`src/rtl/hazard_ctrl_pkg.sv`:
```
// rtl/hazard_ctrl_pkg.sv - shared FSM encodings, forward selects and hazard helper for hazard_ctrl
package hazard_ctrl_pkg;

  typedef logic [1:0] state_t;

  localparam state_t ST_RUN     = 2'd0;
  localparam state_t ST_MEMWAIT = 2'd1;
  localparam state_t ST_FAULT   = 2'd2;

  typedef enum logic [1:0] {
    FWD_NONE   = 2'b00,
    FWD_MEM_WB = 2'b01,
    FWD_EX_MEM = 2'b10
  } fwd_sel_t;

  // A load in EX whose destination is read by the instruction in ID cannot be forwarded in time.
  function automatic logic load_use_hazard(
    input logic       ex_mem_read,
    input logic [4:0] ex_rt,
    input logic [4:0] id_rs,
    input logic [4:0] id_rt,
    input logic       id_uses_rt
  );
    return ex_mem_read && (ex_rt != 5'd0) &&
           ((ex_rt == id_rs) || (id_uses_rt && (ex_rt == id_rt)));
  endfunction

endpackage

```
`src/rtl/hazard_ctrl_if.sv`:
```
// rtl/hazard_ctrl_if.sv - pipeline-register fields in, hazard/forward controls out
interface hazard_ctrl_if #(
  parameter int CNT_W = 32
);

  logic [4:0]       ID_RSAddr_i;
  logic [4:0]       ID_RTAddr_i;
  logic             ID_UsesRT_i;
  logic             ID_BranchTaken_i;
  logic             EX_MemRead_i;
  logic [4:0]       EX_RSAddr_i;
  logic [4:0]       EX_RTAddr_i;
  logic             EXM_RegWrite_i;
  logic [4:0]       EXM_RDAddr_i;
  logic             MWB_RegWrite_i;
  logic [4:0]       MWB_RDAddr_i;
  logic             MEM_Req_i;
  logic             MEM_Ack_i;

  logic             PCWrite_o;
  logic             IF_ID_Write_o;
  logic             IF_ID_Flush_o;
  logic             ID_EX_Bubble_o;
  logic             Stall_o;
  logic [1:0]       ForwardA_o;
  logic [1:0]       ForwardB_o;
  logic             Fault_o;
  logic [CNT_W-1:0] StallCount_o;

  // Datapath side drives the pipeline fields and consumes the controls.
  modport master (
    output ID_RSAddr_i, ID_RTAddr_i, ID_UsesRT_i, ID_BranchTaken_i,
    output EX_MemRead_i, EX_RSAddr_i, EX_RTAddr_i,
    output EXM_RegWrite_i, EXM_RDAddr_i, MWB_RegWrite_i, MWB_RDAddr_i,
    output MEM_Req_i, MEM_Ack_i,
    input  PCWrite_o, IF_ID_Write_o, IF_ID_Flush_o, ID_EX_Bubble_o, Stall_o,
    input  ForwardA_o, ForwardB_o, Fault_o, StallCount_o
  );

  modport slave (
    input  ID_RSAddr_i, ID_RTAddr_i, ID_UsesRT_i, ID_BranchTaken_i,
    input  EX_MemRead_i, EX_RSAddr_i, EX_RTAddr_i,
    input  EXM_RegWrite_i, EXM_RDAddr_i, MWB_RegWrite_i, MWB_RDAddr_i,
    input  MEM_Req_i, MEM_Ack_i,
    output PCWrite_o, IF_ID_Write_o, IF_ID_Flush_o, ID_EX_Bubble_o, Stall_o,
    output ForwardA_o, ForwardB_o, Fault_o, StallCount_o
  );

endinterface

```
`src/rtl/hazard_ctrl_forward_unit.sv`:
```
// rtl/hazard_ctrl_forward_unit.sv - EX operand forward select for one source register
module hazard_ctrl_forward_unit
  import hazard_ctrl_pkg::*;
(
  input  logic [4:0] src,
  input  logic       exm_we,
  input  logic [4:0] exm_rd,
  input  logic       mwb_we,
  input  logic [4:0] mwb_rd,
  output logic [1:0] sel
);

  // EX_MEM holds the younger result, so it wins over MEM_WB on a double match.
  always_comb begin
    sel = FWD_NONE;
    if (exm_we && (exm_rd != 5'd0) && (exm_rd == src)) begin
      sel = FWD_EX_MEM;
    end else if (mwb_we && (mwb_rd != 5'd0) && (mwb_rd == src)) begin
      sel = FWD_MEM_WB;
    end
  end

endmodule

```
`src/rtl/hazard_ctrl.sv`:
```
// rtl/hazard_ctrl.sv - load-use/branch/memory-wait hazard controller with operand forwarding
module hazard_ctrl
  import hazard_ctrl_pkg::*;
#(
  parameter int MEM_TIMEOUT = 255,
  parameter int CNT_W       = 32
) (
  input logic         clk_i,
  input logic         rst_i,
  hazard_ctrl_if.slave hz
);

  localparam int                TMR_W   = $clog2(MEM_TIMEOUT + 1);
  localparam logic [TMR_W-1:0]  TMR_MAX = TMR_W'(MEM_TIMEOUT);
  localparam logic [TMR_W-1:0]  TMR_ONE = TMR_W'(1);

  state_t           state;
  state_t           state_nxt;
  logic [TMR_W-1:0] timer;
  logic [TMR_W-1:0] timer_nxt;
  logic             fault_q;
  logic [CNT_W-1:0] stall_cnt;
  logic             mem_stall;
  logic             load_use;
  logic [1:0]       fwd_a;
  logic [1:0]       fwd_b;

  always_comb begin
    state_nxt = state;
    timer_nxt = timer;
    mem_stall = 1'b0;
    case (state)
      ST_RUN: begin
        if (hz.MEM_Req_i && !hz.MEM_Ack_i) begin
          mem_stall = 1'b1;
          state_nxt = ST_MEMWAIT;
          timer_nxt = TMR_ONE;
        end
      end
      ST_MEMWAIT: begin
        if (hz.MEM_Ack_i) begin
          state_nxt = ST_RUN;
          timer_nxt = '0;
        end else begin
          mem_stall = 1'b1;
          // Timer saturates at the limit; the transition to FAULT takes over from there.
          if (timer == TMR_MAX) begin
            state_nxt = ST_FAULT;
          end else begin
            timer_nxt = timer + TMR_ONE;
          end
        end
      end
      ST_FAULT: begin
        mem_stall = 1'b1;
      end
      default: begin
        state_nxt = ST_RUN;
        timer_nxt = '0;
      end
    endcase
  end

  assign load_use = load_use_hazard(hz.EX_MemRead_i, hz.EX_RTAddr_i,
                                    hz.ID_RSAddr_i, hz.ID_RTAddr_i, hz.ID_UsesRT_i);

  hazard_ctrl_forward_unit u_forward_unit_a (
    .src    (hz.EX_RSAddr_i),
    .exm_we (hz.EXM_RegWrite_i),
    .exm_rd (hz.EXM_RDAddr_i),
    .mwb_we (hz.MWB_RegWrite_i),
    .mwb_rd (hz.MWB_RDAddr_i),
    .sel    (fwd_a)
  );

  hazard_ctrl_forward_unit u_forward_unit_b (
    .src    (hz.EX_RTAddr_i),
    .exm_we (hz.EXM_RegWrite_i),
    .exm_rd (hz.EXM_RDAddr_i),
    .mwb_we (hz.MWB_RegWrite_i),
    .mwb_rd (hz.MWB_RDAddr_i),
    .sel    (fwd_b)
  );

  // Memory stall freezes everything (hold, never bubble); load-use beats a taken branch.
  always_comb begin
    hz.PCWrite_o      = 1'b1;
    hz.IF_ID_Write_o  = 1'b1;
    hz.IF_ID_Flush_o  = 1'b0;
    hz.ID_EX_Bubble_o = 1'b0;
    hz.Stall_o        = 1'b0;
    hz.ForwardA_o     = fwd_a;
    hz.ForwardB_o     = fwd_b;
    if (rst_i) begin
      hz.PCWrite_o      = 1'b0;
      hz.IF_ID_Write_o  = 1'b0;
      hz.ID_EX_Bubble_o = 1'b1;
      hz.ForwardA_o     = FWD_NONE;
      hz.ForwardB_o     = FWD_NONE;
    end else if (mem_stall) begin
      hz.Stall_o        = 1'b1;
      hz.PCWrite_o      = 1'b0;
      hz.IF_ID_Write_o  = 1'b0;
    end else if (load_use) begin
      hz.PCWrite_o      = 1'b0;
      hz.IF_ID_Write_o  = 1'b0;
      hz.ID_EX_Bubble_o = 1'b1;
    end else if (hz.ID_BranchTaken_i) begin
      hz.IF_ID_Flush_o  = 1'b1;
    end
  end

  always_ff @(posedge clk_i or posedge rst_i) begin
    if (rst_i) begin
      state     <= ST_RUN;
      timer     <= '0;
      fault_q   <= 1'b0;
      stall_cnt <= '0;
    end else begin
      state <= state_nxt;
      timer <= timer_nxt;
      if (state_nxt == ST_FAULT) begin
        fault_q <= 1'b1;
      end
      if (mem_stall || load_use) begin
        stall_cnt <= stall_cnt + CNT_W'(1);
      end
    end
  end

  assign hz.Fault_o      = fault_q;
  assign hz.StallCount_o = stall_cnt;

endmodule

```
`src/flat_wrapper.sv`:
```
// flat-port wrapper written by rule: the top's interface ports become plain ports
module hazard_ctrl_flat import hazard_ctrl_pkg::*;
#(
  parameter int MEM_TIMEOUT = 255,
  parameter int CNT_W       = 32
)
  (clk_i, rst_i, hz_ID_RSAddr_i, hz_ID_RTAddr_i, hz_ID_UsesRT_i, hz_ID_BranchTaken_i, hz_EX_MemRead_i, hz_EX_RSAddr_i, hz_EX_RTAddr_i, hz_EXM_RegWrite_i, hz_EXM_RDAddr_i, hz_MWB_RegWrite_i, hz_MWB_RDAddr_i, hz_MEM_Req_i, hz_MEM_Ack_i, hz_PCWrite_o, hz_IF_ID_Write_o, hz_IF_ID_Flush_o, hz_ID_EX_Bubble_o, hz_Stall_o, hz_ForwardA_o, hz_ForwardB_o, hz_Fault_o, hz_StallCount_o);
  hazard_ctrl_if #(.CNT_W(CNT_W)) hz_i ();
  input logic clk_i;
  input logic rst_i;
  input wire logic [$bits(hz_i.ID_RSAddr_i)-1:0] hz_ID_RSAddr_i;
  input wire logic [$bits(hz_i.ID_RTAddr_i)-1:0] hz_ID_RTAddr_i;
  input wire logic [$bits(hz_i.ID_UsesRT_i)-1:0] hz_ID_UsesRT_i;
  input wire logic [$bits(hz_i.ID_BranchTaken_i)-1:0] hz_ID_BranchTaken_i;
  input wire logic [$bits(hz_i.EX_MemRead_i)-1:0] hz_EX_MemRead_i;
  input wire logic [$bits(hz_i.EX_RSAddr_i)-1:0] hz_EX_RSAddr_i;
  input wire logic [$bits(hz_i.EX_RTAddr_i)-1:0] hz_EX_RTAddr_i;
  input wire logic [$bits(hz_i.EXM_RegWrite_i)-1:0] hz_EXM_RegWrite_i;
  input wire logic [$bits(hz_i.EXM_RDAddr_i)-1:0] hz_EXM_RDAddr_i;
  input wire logic [$bits(hz_i.MWB_RegWrite_i)-1:0] hz_MWB_RegWrite_i;
  input wire logic [$bits(hz_i.MWB_RDAddr_i)-1:0] hz_MWB_RDAddr_i;
  input wire logic [$bits(hz_i.MEM_Req_i)-1:0] hz_MEM_Req_i;
  input wire logic [$bits(hz_i.MEM_Ack_i)-1:0] hz_MEM_Ack_i;
  output wire logic [$bits(hz_i.PCWrite_o)-1:0] hz_PCWrite_o;
  output wire logic [$bits(hz_i.IF_ID_Write_o)-1:0] hz_IF_ID_Write_o;
  output wire logic [$bits(hz_i.IF_ID_Flush_o)-1:0] hz_IF_ID_Flush_o;
  output wire logic [$bits(hz_i.ID_EX_Bubble_o)-1:0] hz_ID_EX_Bubble_o;
  output wire logic [$bits(hz_i.Stall_o)-1:0] hz_Stall_o;
  output wire logic [$bits(hz_i.ForwardA_o)-1:0] hz_ForwardA_o;
  output wire logic [$bits(hz_i.ForwardB_o)-1:0] hz_ForwardB_o;
  output wire logic [$bits(hz_i.Fault_o)-1:0] hz_Fault_o;
  output wire logic [$bits(hz_i.StallCount_o)-1:0] hz_StallCount_o;
  assign hz_i.ID_RSAddr_i = hz_ID_RSAddr_i;
  assign hz_i.ID_RTAddr_i = hz_ID_RTAddr_i;
  assign hz_i.ID_UsesRT_i = hz_ID_UsesRT_i;
  assign hz_i.ID_BranchTaken_i = hz_ID_BranchTaken_i;
  assign hz_i.EX_MemRead_i = hz_EX_MemRead_i;
  assign hz_i.EX_RSAddr_i = hz_EX_RSAddr_i;
  assign hz_i.EX_RTAddr_i = hz_EX_RTAddr_i;
  assign hz_i.EXM_RegWrite_i = hz_EXM_RegWrite_i;
  assign hz_i.EXM_RDAddr_i = hz_EXM_RDAddr_i;
  assign hz_i.MWB_RegWrite_i = hz_MWB_RegWrite_i;
  assign hz_i.MWB_RDAddr_i = hz_MWB_RDAddr_i;
  assign hz_i.MEM_Req_i = hz_MEM_Req_i;
  assign hz_i.MEM_Ack_i = hz_MEM_Ack_i;
  assign hz_PCWrite_o = hz_i.PCWrite_o;
  assign hz_IF_ID_Write_o = hz_i.IF_ID_Write_o;
  assign hz_IF_ID_Flush_o = hz_i.IF_ID_Flush_o;
  assign hz_ID_EX_Bubble_o = hz_i.ID_EX_Bubble_o;
  assign hz_Stall_o = hz_i.Stall_o;
  assign hz_ForwardA_o = hz_i.ForwardA_o;
  assign hz_ForwardB_o = hz_i.ForwardB_o;
  assign hz_Fault_o = hz_i.Fault_o;
  assign hz_StallCount_o = hz_i.StallCount_o;
  hazard_ctrl #(.MEM_TIMEOUT(MEM_TIMEOUT), .CNT_W(CNT_W)) u_core (.clk_i(clk_i), .rst_i(rst_i), .hz(hz_i));
endmodule
```
`config.mk`:
```
export PLATFORM = sky130hd
export DESIGN_NAME = hazard_ctrl_flat
export DESIGN_NICKNAME = d
export VERILOG_FILES = /design/src/rtl/hazard_ctrl_pkg.sv /design/src/rtl/hazard_ctrl_if.sv /design/src/rtl/hazard_ctrl_forward_unit.sv /design/src/rtl/hazard_ctrl.sv /design/src/flat_wrapper.sv
export SDC_FILE = /design/constraint.sdc
export NUM_CORES = 1
export LEC_CHECK = 0
export ABC_CLOCK_PERIOD_IN_PS = 7800
export CORE_UTILIZATION = 50
export DETAILED_ROUTE_END_ITERATION = 12
export PLACE_DENSITY = 0.89
export SLEW_MARGIN = 20
export SYNTH_ARGS = -nofsm -noshare
export SYNTH_HDL_FRONTEND = slang
export SYNTH_SLANG_ARGS = --single-unit
```
`constraint.sdc`:
```
create_clock -name clk_i -period 7.8 [get_ports clk_i]
set_clock_uncertainty 0.15 [all_clocks]
set_input_delay 1.56 -clock clk_i [delete_from_list [all_inputs] [get_ports clk_i]]
set_output_delay 1.56 -clock clk_i [all_outputs]
set_load 0.01 [all_outputs]
```
# Word-level counts from Yosys, hierarchy flattened
# Cells that the tools add are included.
[classes]
addsub = 2
eq_ne = 12
muxes = 29
bitwise_logic = 1
n_reduce_logical = 18
[op_table]
columns = ["op", "count"]
rows = [
  ["adder 32 x 1 -> 32 bit (second input constant)", 1],
  ["== test 5 bit", 6],
  ["two-way mux 8 bit", 3],
  ["one-hot mux 8 bit (3 select lines)", 1],
  ["two-way mux 1 bit", 16],
  ["nonzero test 5 bit", 3],
  ["two-way mux 2 bit", 7],
  ["logical AND 1 bit", 10],
  ["adder 8 x 1 -> 8 bit (second input constant)", 1],
  ["== test 8 bit (second input constant)", 1],
  ["one-hot mux 2 bit (3 select lines)", 1],
  ["== test 2 bit (second input constant)", 2],
  ["inequality test 3 bit (second input constant)", 1],
  ["one-hot mux 1 bit (3 select lines)", 1],
  ["AND reduction 3 bit", 1],
  ["== test 2 x 1 -> 1 bit (second input constant)", 1],
  ["zero test 2 bit", 1],
  ["logical OR 1 bit", 2],
  ["inequality test 2 x 1 -> 1 bit (second input constant)", 1],
  ["zero test 1 bit", 1],
  ["inverter 1 bit", 1],
]
[word_totals]
ff_bits = 43
inputBits = 39
out_inout_bits = 42
word_cells = 66

# Longest topological paths before layout
# Gate-level depths: netlist (run 1).
[depth]
word_depth = 7
depth_mapped = 8

# Hierarchy
# From an unflattened synthesis (run 1), not the netlist that was laid out.
[unflattened]
hier_cells = 259
area_unflattened_um2 = 2547.4
[modules_own_cells]
columns = ["module", "n_inst", "cells_per_inst", "area_each_um2", "seq_area_each_um2"]
rows = [
  ["hazard_ctrl", 1, 219, 2244.7, 1076.0],
  ["hazard_ctrl_forward_unit", 2, 20, 151.4, 0.0],
]

# Worst setup path after synthesis (run 1)
# OpenSTA, ideal clock, no wires.
[synth_path]
path_type = "input to output"
from = "input port rst_i"
to = "output port hz_ForwardA_o[0]"
arrival_ps = 3618
required_time_ps = 6090
setup_slack_ps = 2472
path_stages = 4
path_cell_list = "inv_1 -> o211ai_1 -> or4_1 -> nor4_1"
[synth_between]
elab_chain_len = 1
[synth_lines]
columns = ["element", "line_no", "source"]
rows = [
  ["start: declaration", "flat_wrapper.sv:10", "input logic rst_i;"],
  ["two-way mux 2 bit", "hazard_ctrl.sv:94", "if (rst_i) begin"],
  ["end: declaration", "flat_wrapper.sv:29", "output wire logic [$bits(hz_i.ForwardA_o)-1:0] hz_ForwardA_o;"],
]
# No other way between the ends.

# Worst setup path in the final report (run 1)
[layout_path]
from = "input port hz_EX_RTAddr_i[1]"
to = "output port hz_PCWrite_o"
[layout_between]
elab_chain_len = 7
[layout_lines]
columns = ["element", "line_no", "source"]
rows = [
  ["start: declaration", "flat_wrapper.sv:17", "input wire logic [$bits(hz_i.EX_RTAddr_i)-1:0] hz_EX_RTAddr_i;"],
  ["== test 5 bit", "hazard_ctrl_pkg.sv:25", "((ex_rt == id_rs) || (id_uses_rt && (ex_rt == id_rt)));"],
  ["logical AND 1 bit", "hazard_ctrl_pkg.sv:25", ""],
  ["logical OR 1 bit", "hazard_ctrl_pkg.sv:25", ""],
  ["logical AND 1 bit (*)", "hazard_ctrl_pkg.sv:24", "return ex_mem_read && (ex_rt != 5'd0) &&"],
  ["two-way mux 1 bit (*)", "hazard_ctrl.sv:104", "end else if (load_use) begin"],
  ["two-way mux 1 bit (*)", "hazard_ctrl.sv:100", "end else if (mem_stall) begin"],
  ["two-way mux 1 bit (*)", "hazard_ctrl.sv:94", ""],
  ["end: declaration", "flat_wrapper.sv:24", "output wire logic [$bits(hz_i.PCWrite_o)-1:0] hz_PCWrite_o;"],
]
# Every way passes the cells marked *; elsewhere a longest branch is shown, timed or not.

==> flow_summary.ini, run 1 <==
[outcome]
outcome = completed

[worst_setup_path]
critical-path-top-delay-family = buffers and inverters
critical_path_arrival_ns = 4.07
critPathRequiredTime_ns = 6.09
critPathKind = input port to output port
crit_top_cell = clkdlybuf4s50_1
cpPeakStageDelay_ns = 0.57
critPathCaptureType = output port
crit_path_top_delay_cell = or4_1
cp_num_buf_inv = 2
crit_fanout = 16
cp-start-kind = input port
cp_cell_sequence = clkdlybuf4s50_1 -> or4_1 -> o21a_1 -> a21boi_4 -> and2_1 -> clkdlybuf4s50_1

[yosys]
synth_seq_cells = 43
syn-instance-count = 257
synth_area_mm2 = 0.00259
synth_top_area_cell = dfrtp_1
yosys-top-cells-area = dfrtp_1 (42%), xor2_1 (13%), xnor2_1 (7.8%)
synth_edf_count = 0
synth_warnings = 0
seq_area_frac_synth_pct = 41.6
synth_nets = 298
async_flop_share_pct = 100
synth_top_area_share_pct = 41.6
ys.flop_type = dfrtp_1
synth.most_common_cell = dfrtp_1
synth_cell_types = 40
synth_common_cells = dfrtp_1 (43), xor2_1 (39), nand2_1 (25), xnor2_1 (23)
synth_area_per_cell_um2 = 10.1

[grt]
grt_max_degree = 47
grt_pass1_vias = 2085
grt_usage_pct = 22.9
grt_pass1_wl_mm = 9.53
antenna_found_initial = 0
grt-ovfl-total = 0

[place]
port_buffers = 80
gp_congestion = 0.864
place_inst = 397
dp_hpwl_mm = 4.39

[routing]
via_count = 2136
vias_per_cell = 5.27
drc_errors = 0
first_pass_iters = 4
routed_wl_mm = 5.88
route.antenna.remaining_nets = 0
dr.first_iter.drc_count = 144
wire_per_inst_um = 14.5

[finish]
multi_input_area_mm2 = 0.00143
drive_above_1_share_pct = 9.17
instances_no_fill = 405
finalNetCount = 378
antennaDiodeCount = 0
areaGrowthSynthToFinish_pct = 35.3
final_util_pct = 72.2
fill_cells = 367
seq_area_mm2 = 0.00108

[power]
p_total_mw = 0.579
power_density_mw_per_mm2 = 165
vdd_ir_drop_max_mv = 0.145
cellLeakagePower_nw = 1.32

[die]
num_rows = 25
initial_utilization_pct = 53.3
ioPinCount = 81
die_h_um = 73.9
core_area_mm2 = 0.00485
die_w_um = 73.9
fp.dieArea_mm2 = 0.00546

[clock_network]
insertion_delay_ns = 0.29
clk_pin_slew_ns = 0.08
tritoncts = built
ctsResizeCount = 0
root_buffer = clkbuf_8
cts_hold_buffers = 0
clockBufferDepth = 2
numCtsBuffers = 5
clock-sinks = 43
htree_levels = 2
post_cts_buffers = 0

[timing]
hold_violations = 0
maxSlewHeadroom_pct = 63.7
setup_violations = 0
fmax_mhz = 173
post-route-period-util_pct = 74.1
holdWs_ns = 0.321
finalMaxSlewViolations = 0
final.setup.tns_ns = 0
min_period_ns = 5.78
grt_setup_unrepaired = false
worstMarginPinSlew_ns = 0.544

[hold_path]
hp-class = flip-flop to flip-flop

[flow_run]
max_cap_viol_count = 0
## power by group
part / switching (mW) / internal, mW
combinational: 0.0715 / 0.0926
clock: 0.0777 / 0.0626
sequential: 0.0289 / 0.246
total: 0.178 / 0.401
## kinds of logic (layout without fill, tap and decap cells)
group / Yosys count / in the layout / synth area share, %
adder cells (fa/ha/maj): 2 / 2 / 0.967
multiplexers: 1 / 1 / 0.580
AND/OR/NAND/NOR: 115 / 115 / 27.1
flip-flops: 43 / 43 / 41.6
AO/OA/AOI/OAI: 23 / 23 / 5.71
buffers and inverters: 11 / 92 / 3.05
XOR/XNOR: 62 / 62 / 21.0
## worst register-to-register path, delay by kind of cell (launching register included)
family | cells | cell delay [ns]
AO/OA/AOI/OAI | 2 | 0.71
buffers and inverters | 1 | 0.37
flip-flops | 1 | 0.46
multiplexers | 1 | 0.33
AND/OR/NAND/NOR | 1 | 0.22
## path summary, 6_finish.rpt
| kind | from | slack, ns | to | cells after the start |
|---|---|---|---|---|
| min reg2reg | u_core.hz.Fault_o | 0.32 | u_core.hz.Fault_o | 1 |
| max reg2reg | u_core.state[0] | 5.46 | u_core.hz.StallCount_o[1] | 5 |
| min | u_core.hz.Fault_o | 0.32 | u_core.hz.Fault_o | 1 |
| max | hz_EX_RTAddr_i[1] | 2.02 | hz_PCWrite_o | 6 |
| max in group asynchronous | rst_i | 5.42 | u_core.hz.StallCount_o[10] | 3 |
| min in group asynchronous | rst_i | 1.72 | u_core.hz.StallCount_o[6] | 3 |
## layer usage
layer | vias up | global-route usage [%] | routed length [um] | share of wire [%]
met5 | - | 0 | 0 | 0
met4 | 0 | 9.19 | 120 | 2.0
li1 | 1052 | - | - | -
met1 | 1023 | 27.9 | 2510 | 43
met3 | 10 | 4.25 | 205 | 3.5
met2 | 51 | 39.7 | 3040 | 52
## cell usage in the layout, fill, tap and decap left out, types with 2 or more instances in the layout
cell             count
nand2b_1             3
nor3_1               6
xnor2_1             23
nor3b_2              5
and4_1               4
xor2_1              39
buf_4                2
nand3_1             14
nand4_1              3
ha_1                 2
and3_1               6
a31oi_1              3
nand3_2              2
or4_1                5
clkbuf_8             5
clkdlybuf4s50_1     80
nor3b_1              2
nor3_2               7
o31ai_1              2
and2_1               7
nor4_1               4
a21oi_1              2
nand2_1             25
nor4b_1              3
o21ai_0             11
nor2_1              14
dfrtp_1             43
## per-stage QoR
step	cell area (um^2)	worst slack, ns
global route	3500	1.89
global placement	3410	2.05
CTS	3500	1.99
finish	3500	2.02
detailed placement	3410	2.02
floorplan	2590	2.47
## registers in the layout, summed over array words and instances, names as in the netlist
signal and cells:
u_core.state 2, u_core.hz.StallCount_o 32, u_core.timer 8, u_core.hz.Fault_o 1
## cell type report
class / count / share of cell area [%]
Tap cell: 67 / 2.40
Clock inverter: 2 / 0.358
Timing Repair Buffer: 82 / 23.3
Multi-Input combinational cell: 203 / 40.9
Inverter: 2 / 0.215
Sequential cell: 43 / 30.7
Clock buffer: 6 / 2.07
(Power assumes the default switching activity.)
==> run 2, diff against run 1 <==
- ABC_CLOCK_PERIOD_IN_PS: 7800 -> 5800
- CORE_UTILIZATION: 50 -> 47
- PLACE_DENSITY: 0.89 -> 0.85
- clock period: 7.8 -> 5.8 ns (I/O delays scaled with it)
==> run 2 against run 1 <==
Against the previous run: non-clock buffer count grew 1; clock power grew 66%; highest routed layer unchanged; largest cell class unchanged; die area grew 6.2%.
==> flow_summary.ini, run 2 (same netlist as run 1, synthesis figures left out) <==
[hold_path]
min_from = u_core.hz.StallCount_o[31]
holdPathStages = 1
hp-class = flip-flop to flip-flop
holdPathEnd = u_core.hz.StallCount_o[31]

[routing]
first_pass_iters = 4
route.antenna.remaining_nets = 0
routed.top_layer = met4
drc_errors = 0
dr.first_iter.drc_count = 108
drt-met1-wl_mm = 2.61
vias_per_cell = 5.33
routed_wl_mm = 6.08
wire_per_inst_um = 14.9
wl_met3_um = 216
wl_met2_mm = 3.17
via_count = 2178

[worst_setup_path]
cp_cell_sequence = clkdlybuf4s50_1 -> or4_1 -> o21a_1 -> a21boi_4 -> and2_1 -> clkdlybuf4s50_1
r2r-start = u_core.hz.StallCount_o[3]
crit_path_top_delay_cell = or4_1
critPathRequiredTime_ns = 4.49
r2r-end = u_core.hz.StallCount_o[31]
cp-start-kind = input port
reg2reg_depth = 6
critPathKind = input port to output port
cpPeakStageDelay_ns = 0.57
reg2reg_setup_slack_ns = 3.57
critical_path_arrival_ns = 3.65
crit_fanout = 11
critPathCaptureType = output port
critical-path-top-delay-family = buffers and inverters
cp_num_buf_inv = 2
crit_top_cell = clkdlybuf4s50_1

[finish]
drive_above_1_share_pct = 9.73
fill_cells = 417
finalNetCount = 379
areaGrowthSynthToFinish_pct = 36.8
largest_reg_flops = 32
final_util_pct = 68.0
mostFrequentLayoutCells = clkdlybuf4s50_1 (80), dfrtp_1 (43), xor2_1 (39)
antennaDiodeCount = 0
final_common_cell = clkdlybuf4s50_1
final_design_area_no_fill_mm2 = 0.00354

[power]
cellLeakagePower_nw = 1.35
power_density_mw_per_mm2 = 235
vdd_ir_drop_max_mv = 0.144

[clock_network]
clock-sinks = 43
cts_hold_buffers = 0
insertion_delay_ns = 0.29
post_cts_buffers = 0
htree_levels = 2
numCtsBuffers = 5
root_buffer = clkbuf_8
clockBufferDepth = 2
clk_pin_slew_ns = 0.08
tritoncts = built
ctsResizeCount = 0

[place]
dp_hpwl_mm = 4.63
placed_cell_area_mm2 = 0.00343
gp_congestion = 0.849
place_ws_ns = 0.871
port_buffers = 80

[grt]
grt-ovfl-total = 0
grt_pass1_wl_mm = 10.5
antenna_found_initial = 0
grt_max_degree = 47
grt_usage_pct = 22.3
grt_pass1_vias = 2196

[timing]
min_period_ns = 4.96
finalMaxSlewViolations = 0
hold_violations = 0
final.setup.tns_ns = 0
fmax_mhz = 202
maxSlewHeadroom_pct = 63.6
fin_ws_ns = 0.841
post-route-period-util_pct = 85.5
setup_violations = 0
worstMarginPinSlew_ns = 0.546
grt_setup_unrepaired = false

[die]
initial_utilization_pct = 49.7
die_h_um = 76.2
die_w_um = 76.2
core_area_mm2 = 0.00520
ioPinCount = 81
num_rows = 26
fp.dieArea_mm2 = 0.00580

[flow_run]
max_cap_viol_count = 0

[outcome]
outcome = completed
[run 2: layout make-up]
class	count	area, um^2	share of cell area, %
sequential	43	1080	30.4
tap	70	87.6	2.48
clock inverter	3	43.8	1.24
inverter	2	7.51	0.212
clock buffer	5	68.8	1.94
multi-input combinational	203	1430	40.5
timing repair buffer	83	823	23.3
[run 2: how the worst max path moves through the flow]
stage	depth (start not counted)	from	to	slack, ns
floorplan	4	rst_i	hz_ForwardA_o[0]	1.27
global placement	6	hz_EX_RTAddr_i[2]	hz_PCWrite_o	0.90
detailed placement	6	hz_EX_RTAddr_i[1]	hz_IF_ID_Write_o	0.87
CTS	6	hz_EX_RTAddr_i[2]	hz_IF_ID_Write_o	0.85
global route	6	hz_EX_RTAddr_i[2]	hz_IF_ID_Write_o	0.73
finish	6	hz_EX_RTAddr_i[1]	hz_IF_ID_Write_o	0.84
[run 2: metal layers]
layer / up-vias / track usage [%]
met4: 0 / 5.77
met5: - / 0
met2: 62 / 39.5
li1: 1056 / -
met3: 9 / 4.19
met1: 1051 / 28.0
[run 2: metrics by stage]
step / hold WS [ns] / power, mW / cells
6_report: 0.319 / 0.830 / 409
5_1_grt: 0.335 / 0.869 / 409
4_1_cts: 0.325 / 0.836 / 409
3_5_place_dp: 0.308 / 0.606 / 401
3_3_place_gp: 0.306 / 0.594 / 401
2_1_floorplan: 0.288 / 0.485 / 257
[run 2: power breakdown]
group	internal, mW	total [mW]	switching, mW
Sequential	0.331	0.372	0.0411
Combinational	0.126	0.227	0.101
Clock	0.128	0.232	0.103
==> RTL edit, RTL diff (config.mk and constraints of run 2) <==
Make the reset (`rst_i`) synchronous in one clocked block.
--- a/src/rtl/hazard_ctrl.sv
+++ b/src/rtl/hazard_ctrl.sv
@@ -112,3 +112,3 @@
 
-  always_ff @(posedge clk_i or posedge rst_i) begin
+  always_ff @(posedge clk_i) begin
     if (rst_i) begin
Check against the original RTL: differs if rst_i is asserted again (counterexample within 4 cycles, from zero or initial values and one cycle with rst_i high); with rst_i held inactive, the same outputs for 10 cycles.
==> RTL edit against run 2 <==
Design area shrank 3.2%. Count of clock-buffer cells in the layout is the same. Critical endpoint is now hz_ForwardA_o[0]. Sequential share of layout area shrank 5.3 points. Sequential cell count is the same. Area after synthesis shrank 2.0%. Synthesized cell count grew 23%. Wire length grew 4.5%. Setup slack gained 0.094 ns. Global-route usage grew 1.4 points.
Power is not compared: it rests on default switching activity, and its combinational part moved more than twofold at a synthesized area within 25%.
==> RTL edit: results (changes against run 2) <==
| Metric | Value |
|---|---|
| Run status | `finished clean` |
| CTS HTree Levels | `2 (unchanged)` |
| Fin cells | `451 (+10%)` |
| Placed cells | `443 (+10%)` |
| # diodes | `0 (unchanged)` |
| Slowest CP cell | `clkdlybuf4s50_1` |
| Synth async-reset ratio | `0% (-100 points)` |
| Post-Route WL | `6360 um (+4.5%)` |
| Post-DP HPWL | `4640 um (+0.18%)` |
| Clock power frac | `37.4%` |
| Top cells by area, synth | `dfxtp_1, xor2_1, a21oi_1` |
| Sequential fraction of the synthesis area | `34.0% (-7.6 points)` |
| Worst Path Arrival | `3.56 ns (-0.09 ns)` |
| Synth Net Count | `357 (+20%)` |
| Layout cell share with drive strength beyond 1 | `3.41% (-6.3 points)` |
| Max reg flops | `32 (unchanged)` |
| Synth Area in Compound Gates | `17.5% (+12 points)` |
| Gr usage total | `23.7% (+1.4 points)` |
| GPL Wtd Cong | `0.882 (+3.9%)` |
| Largest fanout on the critical path | `4 (-7)` |
| Post-synth cell types | `36 (-10%)` |
| CTS Buf Count | `5 (unchanged)` |
| Hold Crit Class | `reg2reg` |
| Final Net Count | `421 (+11%)` |
| Xor/xnor share of the synthesized area | `12.4% (-8.6 points)` |
| Clock latency at the later pin of the worst-skew pair | `0.30 ns` |
| Post-Synth Adder-Cell Area | `0.987% (+0.020 points)` |
| Yosys warning count | `0 (unchanged)` |
| First-pass GRT wire length | `10400 um (-0.86%)` |
| Cells after Synth | `316 (+23%)` |
| Mux share of post-synthesis cell area | `0.395% (-0.19 points)` |
| Top cells by count, synth | `dfxtp_1, a21oi_1, xor2_1, or4_1, o21ai_0` |
| Post-CTS Setup Inserts | `0 (unchanged)` |
| Largest stage delay, worst path | `0.60 ns (+0.03 ns)` |
| Initial antenna violation count | `0 (unchanged)` |
| P_clk | `235 uW` |
| Vias in the first global route | `2336 (+6.4%)` |
| Vias | `2610 (+20%)` |
| DP Worst Slack | `0.917 ns (+0.0460 ns)` |
| Largest net degree at the start of global routing | `63 (+34%)` |
| Worst Tran Pin Value | `0.590 ns (+0.0442 ns)` |
| Dpl cell area | `3310 sq um (-3.3%)` |
| Initial detailed-routing violation count | `171 (+58%)` |
| Clk slew on worst S/H paths | `0.08 ns (about the same)` |
## RTL edit: cell count changes after synthesis, moves of 8 or more
cell,before,now
xor2_1,39,25
or4_1,5,20
or3_1,0,16
a21oi_1,2,34
o21ai_0,11,19
clkbuf_1,1,16
o31ai_1,2,15
xnor2_1,23,11
dfxtp_1,0,43
nand2_1,25,15
dfrtp_1,43,0
nand4_1,3,14
## RTL edit: final cells by class
class | instances | area [sq um]
clock buffer | 5 | 68.8
clock inverter | 3 | 43.8
fill | 451 | 1710
inverter | 4 | 15.0
multi-input combinational | 244 | 1530
sequential | 43 | 861
tap | 70 | 87.6
timing repair buffer | 82 | 816
## RTL edit: final timing paths
check             slack (ns)  cells past startpoint                                 endpoint                                   start
setup / recovery        0.93                      6                         hz_ForwardA_o[0]                      hz_EXM_RDAddr_i[0]
setup reg to reg        3.20                      6  u_core.hz.StallCount_o[30]$_SDFFE_PP0P_  u_core.hz.StallCount_o[9]$_SDFFE_PP0P_
hold / removal          0.31                      2           u_core.hz.Fault_o$_SDFFE_PP0N_          u_core.hz.Fault_o$_SDFFE_PP0N_
hold reg to reg         0.31                      2           u_core.hz.Fault_o$_SDFFE_PP0N_          u_core.hz.Fault_o$_SDFFE_PP0N_
## RTL edit: layer usage
layer / GRT usage [%] / wire, um / vias up
met5: 0 / 0 / -
met4: 6.58 / 84 / 0
met3: 5.69 / 395 / 8
met2: 44.4 / 3300 / 94
met1: 26.6 / 2580 / 1205
li1: - / - / 1303
## RTL edit: cell families (layout without fill, tap and decap cells)
| group | count (synthesis) | count (layout) |
|---|---|---|
| muxes | 1 | 1 |
| and+or+nand+nor | 128 | 128 |
| DFF | 43 | 43 |
| AOI/OAI and AO/OA | 77 | 77 |
| xor gates and xnor gates | 36 | 36 |
| adders and majority gates | 2 | 2 |
| buffers and inverters | 29 | 94 |
